[src/rtl/lbist_misr.sv]
// lbist_misr: output response analyzer for the LBIST datapath.
// Compacts circuit-under-test responses into a multiple-input signature
// register and, once the pattern generator marks the final pattern, compares
// the signature with a golden value and reports pass/fail.
// The MISR uses the same external-XOR, shift-right convention as the pattern
// generator: the feedback bit enters at the MSB and the register shifts toward
// bit 0, with the response word XORed into every stage.

module lbist_misr #(
    parameter int                 BITS  = 4,
    parameter logic [BITS-1:0]    POLY  = 4'b1001,
    parameter logic [BITS-1:0]    SEED  = {BITS{1'b0}},
    parameter int                 CNT_W = 16
) (
    input  logic              clk,
    input  logic              rst,
    input  logic              start,
    input  logic              resp_valid,
    input  logic [BITS-1:0]   resp,
    input  logic              end_in,
    input  logic [BITS-1:0]   golden,
    output logic [BITS-1:0]   signature,
    output logic [CNT_W-1:0]  pat_count,
    output logic              busy,
    output logic              done,
    output logic              pass
);

    typedef enum logic [1:0] {
        ST_IDLE  = 2'b00,
        ST_RUN   = 2'b01,
        ST_CHECK = 2'b10,
        ST_DONE  = 2'b11
    } state_t;

    localparam logic [CNT_W-1:0] CNT_ZERO = {CNT_W{1'b0}};
    localparam logic [CNT_W-1:0] CNT_ONE  = {{(CNT_W-1){1'b0}}, 1'b1};
    localparam logic [CNT_W-1:0] CNT_MAX  = {CNT_W{1'b1}};

    // Feedback bit: parity of the tapped MISR stages.
    function automatic logic misr_fb(input logic [BITS-1:0] sig);
        return ^(sig & POLY);
    endfunction

    // One compaction step: shift right with feedback into the MSB, then fold
    // in the response word.
    function automatic logic [BITS-1:0] misr_step(input logic [BITS-1:0] sig,
                                                  input logic [BITS-1:0] din);
        return {misr_fb(sig), sig[BITS-1:1]} ^ din;
    endfunction

    // Saturating increment so a very long run never wraps back to a small count.
    function automatic logic [CNT_W-1:0] cnt_inc(input logic [CNT_W-1:0] cnt);
        logic [CNT_W-1:0] res;
        if (cnt == CNT_MAX) begin
            res = cnt;
        end else begin
            res = cnt + CNT_ONE;
        end
        return res;
    endfunction

    state_t             state_q, state_d;
    logic [BITS-1:0]    sig_q,   sig_d;
    logic [CNT_W-1:0]   cnt_q,   cnt_d;
    logic               pass_q,  pass_d;
    logic               busy_q,  busy_d;
    logic               done_q,  done_d;

    // Next-state logic: run control, compaction, counting and the golden compare.
    always_comb begin
        state_d = state_q;
        sig_d   = sig_q;
        cnt_d   = cnt_q;
        pass_d  = pass_q;

        case (state_q)
            ST_IDLE: begin
                // A response arriving with start is dropped: the run begins
                // from the seed on this edge.
                if (start) begin
                    state_d = ST_RUN;
                    sig_d   = SEED;
                    cnt_d   = CNT_ZERO;
                    pass_d  = 1'b0;
                end else begin
                    state_d = ST_IDLE;
                end
            end

            ST_RUN: begin
                // start is not looked at here; end_in only counts alongside
                // a valid response.
                if (resp_valid) begin
                    sig_d = misr_step(sig_q, resp);
                    cnt_d = cnt_inc(cnt_q);
                    if (end_in) begin
                        state_d = ST_CHECK;
                    end else begin
                        state_d = ST_RUN;
                    end
                end else begin
                    state_d = ST_RUN;
                end
            end

            ST_CHECK: begin
                // Signature is final here; golden is sampled in this cycle only.
                pass_d  = (sig_q == golden);
                state_d = ST_DONE;
            end

            ST_DONE: begin
                if (start) begin
                    state_d = ST_RUN;
                    sig_d   = SEED;
                    cnt_d   = CNT_ZERO;
                    pass_d  = 1'b0;
                end else begin
                    state_d = ST_DONE;
                end
            end

            default: begin
                state_d = ST_IDLE;
                sig_d   = SEED;
                cnt_d   = CNT_ZERO;
                pass_d  = 1'b0;
            end
        endcase
    end

    // Status flags follow the next state so they change on the same edge as it.
    always_comb begin
        busy_d = 1'b0;
        done_d = 1'b0;
        case (state_d)
            ST_RUN:   busy_d = 1'b1;
            ST_CHECK: busy_d = 1'b1;
            ST_DONE:  done_d = 1'b1;
            default: begin
                busy_d = 1'b0;
                done_d = 1'b0;
            end
        endcase
    end

    // State and datapath registers; reset discards any partial signature.
    always_ff @(posedge clk or negedge rst) begin
        if (!rst) begin
            state_q <= ST_IDLE;
            sig_q   <= SEED;
            cnt_q   <= CNT_ZERO;
            pass_q  <= 1'b0;
            busy_q  <= 1'b0;
            done_q  <= 1'b0;
        end else begin
            state_q <= state_d;
            sig_q   <= sig_d;
            cnt_q   <= cnt_d;
            pass_q  <= pass_d;
            busy_q  <= busy_d;
            done_q  <= done_d;
        end
    end

    assign signature = sig_q;
    assign pat_count = cnt_q;
    assign busy      = busy_q;
    assign done      = done_q;
    assign pass      = pass_q;

endmodule

[config.mk]
export PLATFORM = sky130hd
export DESIGN_NAME = lbist_misr
export DESIGN_NICKNAME = d
export VERILOG_FILES = /design/src/rtl/lbist_misr.sv
export SDC_FILE = /design/constraint.sdc
export NUM_CORES = 1
export LEC_CHECK = 0
export CORE_MARGIN = 10
export CORE_UTILIZATION = 30
export CTS_CLUSTER_SIZE = 25
export DETAILED_ROUTE_END_ITERATION = 16
export PLACE_DENSITY = 0.56
export SYNTH_ARGS = -nofsm -noshare
export SYNTH_HDL_FRONTEND = slang
export SYNTH_SLANG_ARGS = --single-unit
[constraint.sdc]
create_clock -name clk -period 3.72 [get_ports clk]
set_clock_uncertainty 0.2 [all_clocks]
set_input_delay 0.372 -clock clk [delete_from_list [all_inputs] [get_ports clk]]
set_output_delay 0.372 -clock clk [all_outputs]
set_load 0.005 [all_outputs]
# Word-level counts from Yosys, hierarchy flattened

Cells that the tools add are included.
Widths: inputs -> output; s select.

Equal/unequal tests: 11
Muxes and demuxes: 16
Bitwise logic cells: 1
Reductions and logical operators: 9
Add/sub/neg operators: 1

Operators by type and width:

| operator              | number |
|---|---|
| $mux 16               | 3 |
| $pmux 16 s2           | 1 |
| $add 16x1->16 const B | 1 |
| $eq 16x16->1 const B  | 1 |
| $eq 2x2->1 const B    | 4 |
| $mux 4                | 2 |
| $pmux 2 s4            | 1 |
| $pmux 4 s2            | 1 |
| $mux 2                | 3 |
| $eq 2x1->1 const B    | 2 |
| $eq 4x4->1            | 1 |
| $mux 1                | 4 |
| $ne 2x2->1 const B    | 2 |
| $reduce_and 4->1      | 1 |
| $reduce_bool 2->1     | 2 |
| $reduce_or 2->1       | 2 |
| $reduce_xor 4->1      | 1 |
| $xor 4x4->4           | 1 |
| $reduce_and 3->1      | 1 |
| $logic_not 2->1       | 1 |
| $ne 2x1->1 const B    | 1 |
| $pmux 1 s2            | 1 |
| $reduce_and 2->1      | 1 |

Bits of input ports: 13
Register bits after elaboration: 25
Output and inout bits: 23
Logic and storage cells: 44

# Depth between registers and ports, before layout

Depth after elaboration: 6
Gate-level depth with buffers: 7
Mapped depth without buffers: 6

# Worst setup path before layout

No wires, ideal clock.

Path type: reg2reg
From: register state_q[0]
To: register cnt_q[15], in the netlist pat_count[15]
Setup time: 0.069 ns
Clock period less this slack: 2.093 ns
Data required time: 3.451 ns
Slack: 1.627 ns
Arrival time: 1.824 ns
Buffers on the path: 2
Stages on the path, launching flop included: 8
Cells stage by stage: dfrtp_1 -> inv_1 -> ha_1 -> buf_2 -> or3b_4 -> buf_6 -> or4_1 -> nand3_1

Cells in the longest elaborated chain, start to end: 4
Elaborated cells on any way between the ends: 10
Classes of those cells: 5 x eq/ne; 1 x mux; 4 x reduce/logical

Ends and longest elaborated chain:

| element                                                          | RTL line | RTL |
|---|---|---|
| start: declaration                                               | 63       | `state_t state_q, state_d;` |
| start signal: assignment                                         | 158      | `state_q <= state_d;` |
| $eq 2x2->1 / $logic_not 2->1 (equally long branches)             | 77       | `case (state_q)` |
| $reduce_or 2->1 (no line)                                        | n/a      |  |
| $ne 2x1->1 (no line) / $reduce_bool 2->1 (equally long branches) | n/a      |  |
| $reduce_and 4->1 (no line)                                       | n/a      |  |
| end signal: assignment                                           | 160      | `cnt_q <= cnt_d;` |
| end: declaration                                                 | 65       | `logic [CNT_W-1:0] cnt_q, cnt_d;` |

Several ways; a longest one is shown, not always the timed one.
A chain may end at the register's enable or synchronous reset.

# Worst setup path after layout

From: register state_q[0]
To: register cnt_q[14], in the netlist pat_count[14]

The elaborated chain is that of the path after synthesis.

==> impl_metrics.json <==
{
  "status": "complete, no violations",
  "clk-insertion-delay-late_ns": 0.27,
  "critPathLaunchType": "flop",
  "portBuffers": 35,
  "fmax_ghz": 0.3943,
  "postSynthCellCount": 168,
  "hpwl_um": 3168,
  "cts.clk_slew.worst_paths_ns": 0.09,
  "worstPathRequired_ns": 3.69,
  "p_leak_nw": 0.8220,
  "yosysMostFrequentCell": "dfrtp_1",
  "grt_max_degree": 26,
  "ioPinCount": 36,
  "cp_max_fo": 15,
  "globalplace.congestion": 0.8558,
  "timing_hold_violations_final": 0,
  "hold_class": "primary input to async pin",
  "nets": 223,
  "finalMaxSlewViolations": 0,
  "ys_seq_area_share_pct": 40.75,
  "start_util_pct": 31.66,
  "period_share_pct": 68.17,
  "die_y_um": 91.54,
  "peakVddDrop_uv": 250.4,
  "via_per_inst": 5.267,
  "setup_slack_ns": 1.184,
  "die_x_um": 91.54,
  "regToRegEndpoint": "pat_count[14]$_DFFE_PN0P_",
  "dp_slack_ns": 1.186,
  "ant_nets": 0,
  "synth_cell_types": 46,
  "drcViolationCount": 0,
  "cts.htree.levels": 1,
  "reg2regPathDepth": 6,
  "syn_area_um2": 1535,
  "rsz0062_at_grt": "false",
  "syn_avg_cell_area_um2": 9.138,
  "vias": 1422,
  "clockBufferDepth": 2,
  "post_cts_buffers": 0,
  "grt_pass1_wl_um": 7389,
  "arrival_ns": 2.51,
  "setup_viol": 0,
  "cts_tree": "built",
  "cts_hold_buffers": 0,
  "p_per_area_nw_per_um2": 665.5,
  "cts_root_buffer": "clkbuf_8",
  "crit_type": "flop to flop",
  "drt_iter0_drc": 91,
  "cts-resized-gates": 0,
  "slew_headroom_pct": 49.48,
  "layout-area-overhead-vs-synth_pct": 29.83,
  "synth_seq_cells": 25,
  "clock_sinks": 25,
  "end_kind": "flop",
  "endpoint": "pat_count[14]$_DFFE_PN0P_",
  "tns_ns": 0,
  "synth_top_area_share_pct": 40.75,
  "synth_edf_count": 0,
  "synth_common_cells": "dfrtp_1, nand2_1, nand3_1",
  "fin_crit_ns": 2.536,
  "synth_area_leader_cell": "dfrtp_1",
  "final_area_um2": 1993,
  "cts_buffers": 3,
  "tightest_slew_ns": 0.7520,
  "dieArea_um2": 8379,
  "synth.top_cells.by_area": "dfrtp_1, nand3_1, ha_1",
  "rows": 25,
  "placed_area_um2": 1947,
  "rr_startpoint": "state_q[0]$_DFF_PN0_",
  "drt-wirelength-per-cell_um": 15.82,
  "synth_nets": 187,
  "synthArstFlopShare_pct": 100.0,
  "cap_viol_max_count": 0,
  "antenna_found_initial": 0,
  "drive_gt1_share_pct": 5.419,
  "grtUsageTotal_pct": 10.55,
  "grt_pass1_vias": 1455,
  "ys.flop_type": "dfrtp_1",
  "yosysWarnings": 0,
  "overflow": 0,
  "core_area_um2": 4848,
  "diodes": 0,
  "first_pass_iters": 4,
  "wl_um": 4272,
  "startpoint": "state_q[0]$_DFF_PN0_",
  "fillers": 495,
  "r2r_setup_slack_ns": 1.18
}
==> critical path, cell delays in order, from the launching register on <==
cell,delay [ns]
dfrtp_1,0.38
inv_1,0.07
ha_1,0.56
nor2_1,0.18
nor3_1,0.61
nand3_1,0.15
a32o_1,0.28
==> through the flow <==
step           power, mW  utilization (%)  std cells  hold slack (ns)
2_1_floorplan     0.8941                -        168          -0.1236
3_3_place_gp       1.173            40.15        266           0.3218
3_5_place_dp       1.175            40.15        266           0.3222
4_1_cts            1.346            41.11        270           0.2752
5_1_grt            1.463            41.11        270           0.2908
6_report           1.326            41.11        270           0.2639
==> cell usage in the layout (no fill, tap or decap), types with 7 or more instances in the layout <==
cell and n:
clkdlybuf4s50_1 35, dfrtp_1 25, o21ai_0 11, inv_1 9
nand2_1 20, xor2_1 7, a21oi_1 7, nand3_1 17
==> kinds of logic after synthesis <==
| family | synth area share [%] |
|---|---|
| xor gates and xnor gates | 4.564 |
| DFF | 40.75 |
| AOI/OAI and AO/OA | 19.89 |
| muxes | 0.7334 |
| and+or+nand+nor | 24.53 |
| buffers and inverters | 4.645 |
| adders and majority gates | 4.890 |
==> per-layer routing <==
metal / up-vias / wire length [µm] / GRT usage, %
met5: - / 0 / 0
met4: 0 / 34 / 2.872
met3: 4 / 351 / 3.457
met2: 34 / 1960 / 16.05
met1: 678 / 1925 / 13.87
li1: 706 / - / -
==> registers in the layout (all words and copies together) (netlist names) <==
name	cells
busy	1
state_q	2
pat_count	16
done	1
signature	4
pass	1
==> worst min-delay path by stage <==
stage,startpoint,end,cells past startpoint
floorplan,rst,busy$_DFF_PN0_,0
global placement,pass$_DFFE_PN0P_,pass$_DFFE_PN0P_,1
detailed placement,pass$_DFFE_PN0P_,pass$_DFFE_PN0P_,1
CTS,rst,pat_count[8]$_DFFE_PN0P_,2
global route,rst,pat_count[8]$_DFFE_PN0P_,2
finish,rst,pat_count[10]$_DFFE_PN0P_,2
==> cell type report <==
class	instances	area [µm²]	area share [%]
multi-input combinational	128	838.3	42.06
sequential	25	625.6	31.39
timing repair buffer	37	365.4	18.33
tap	67	83.83	4.206
clock buffer	3	41.29	2.072
inverter	9	33.78	1.695
clock inverter	1	5.005	0.2511
==> where the power goes <==
part	internal [mW]	switching, mW	total, mW
logic	0.324	0.374	0.698
registers	0.353	0.110	0.463
clock network	0.0750	0.0905	0.166
total	0.752	0.574	1.33
(Power assumes the default switching activity.)
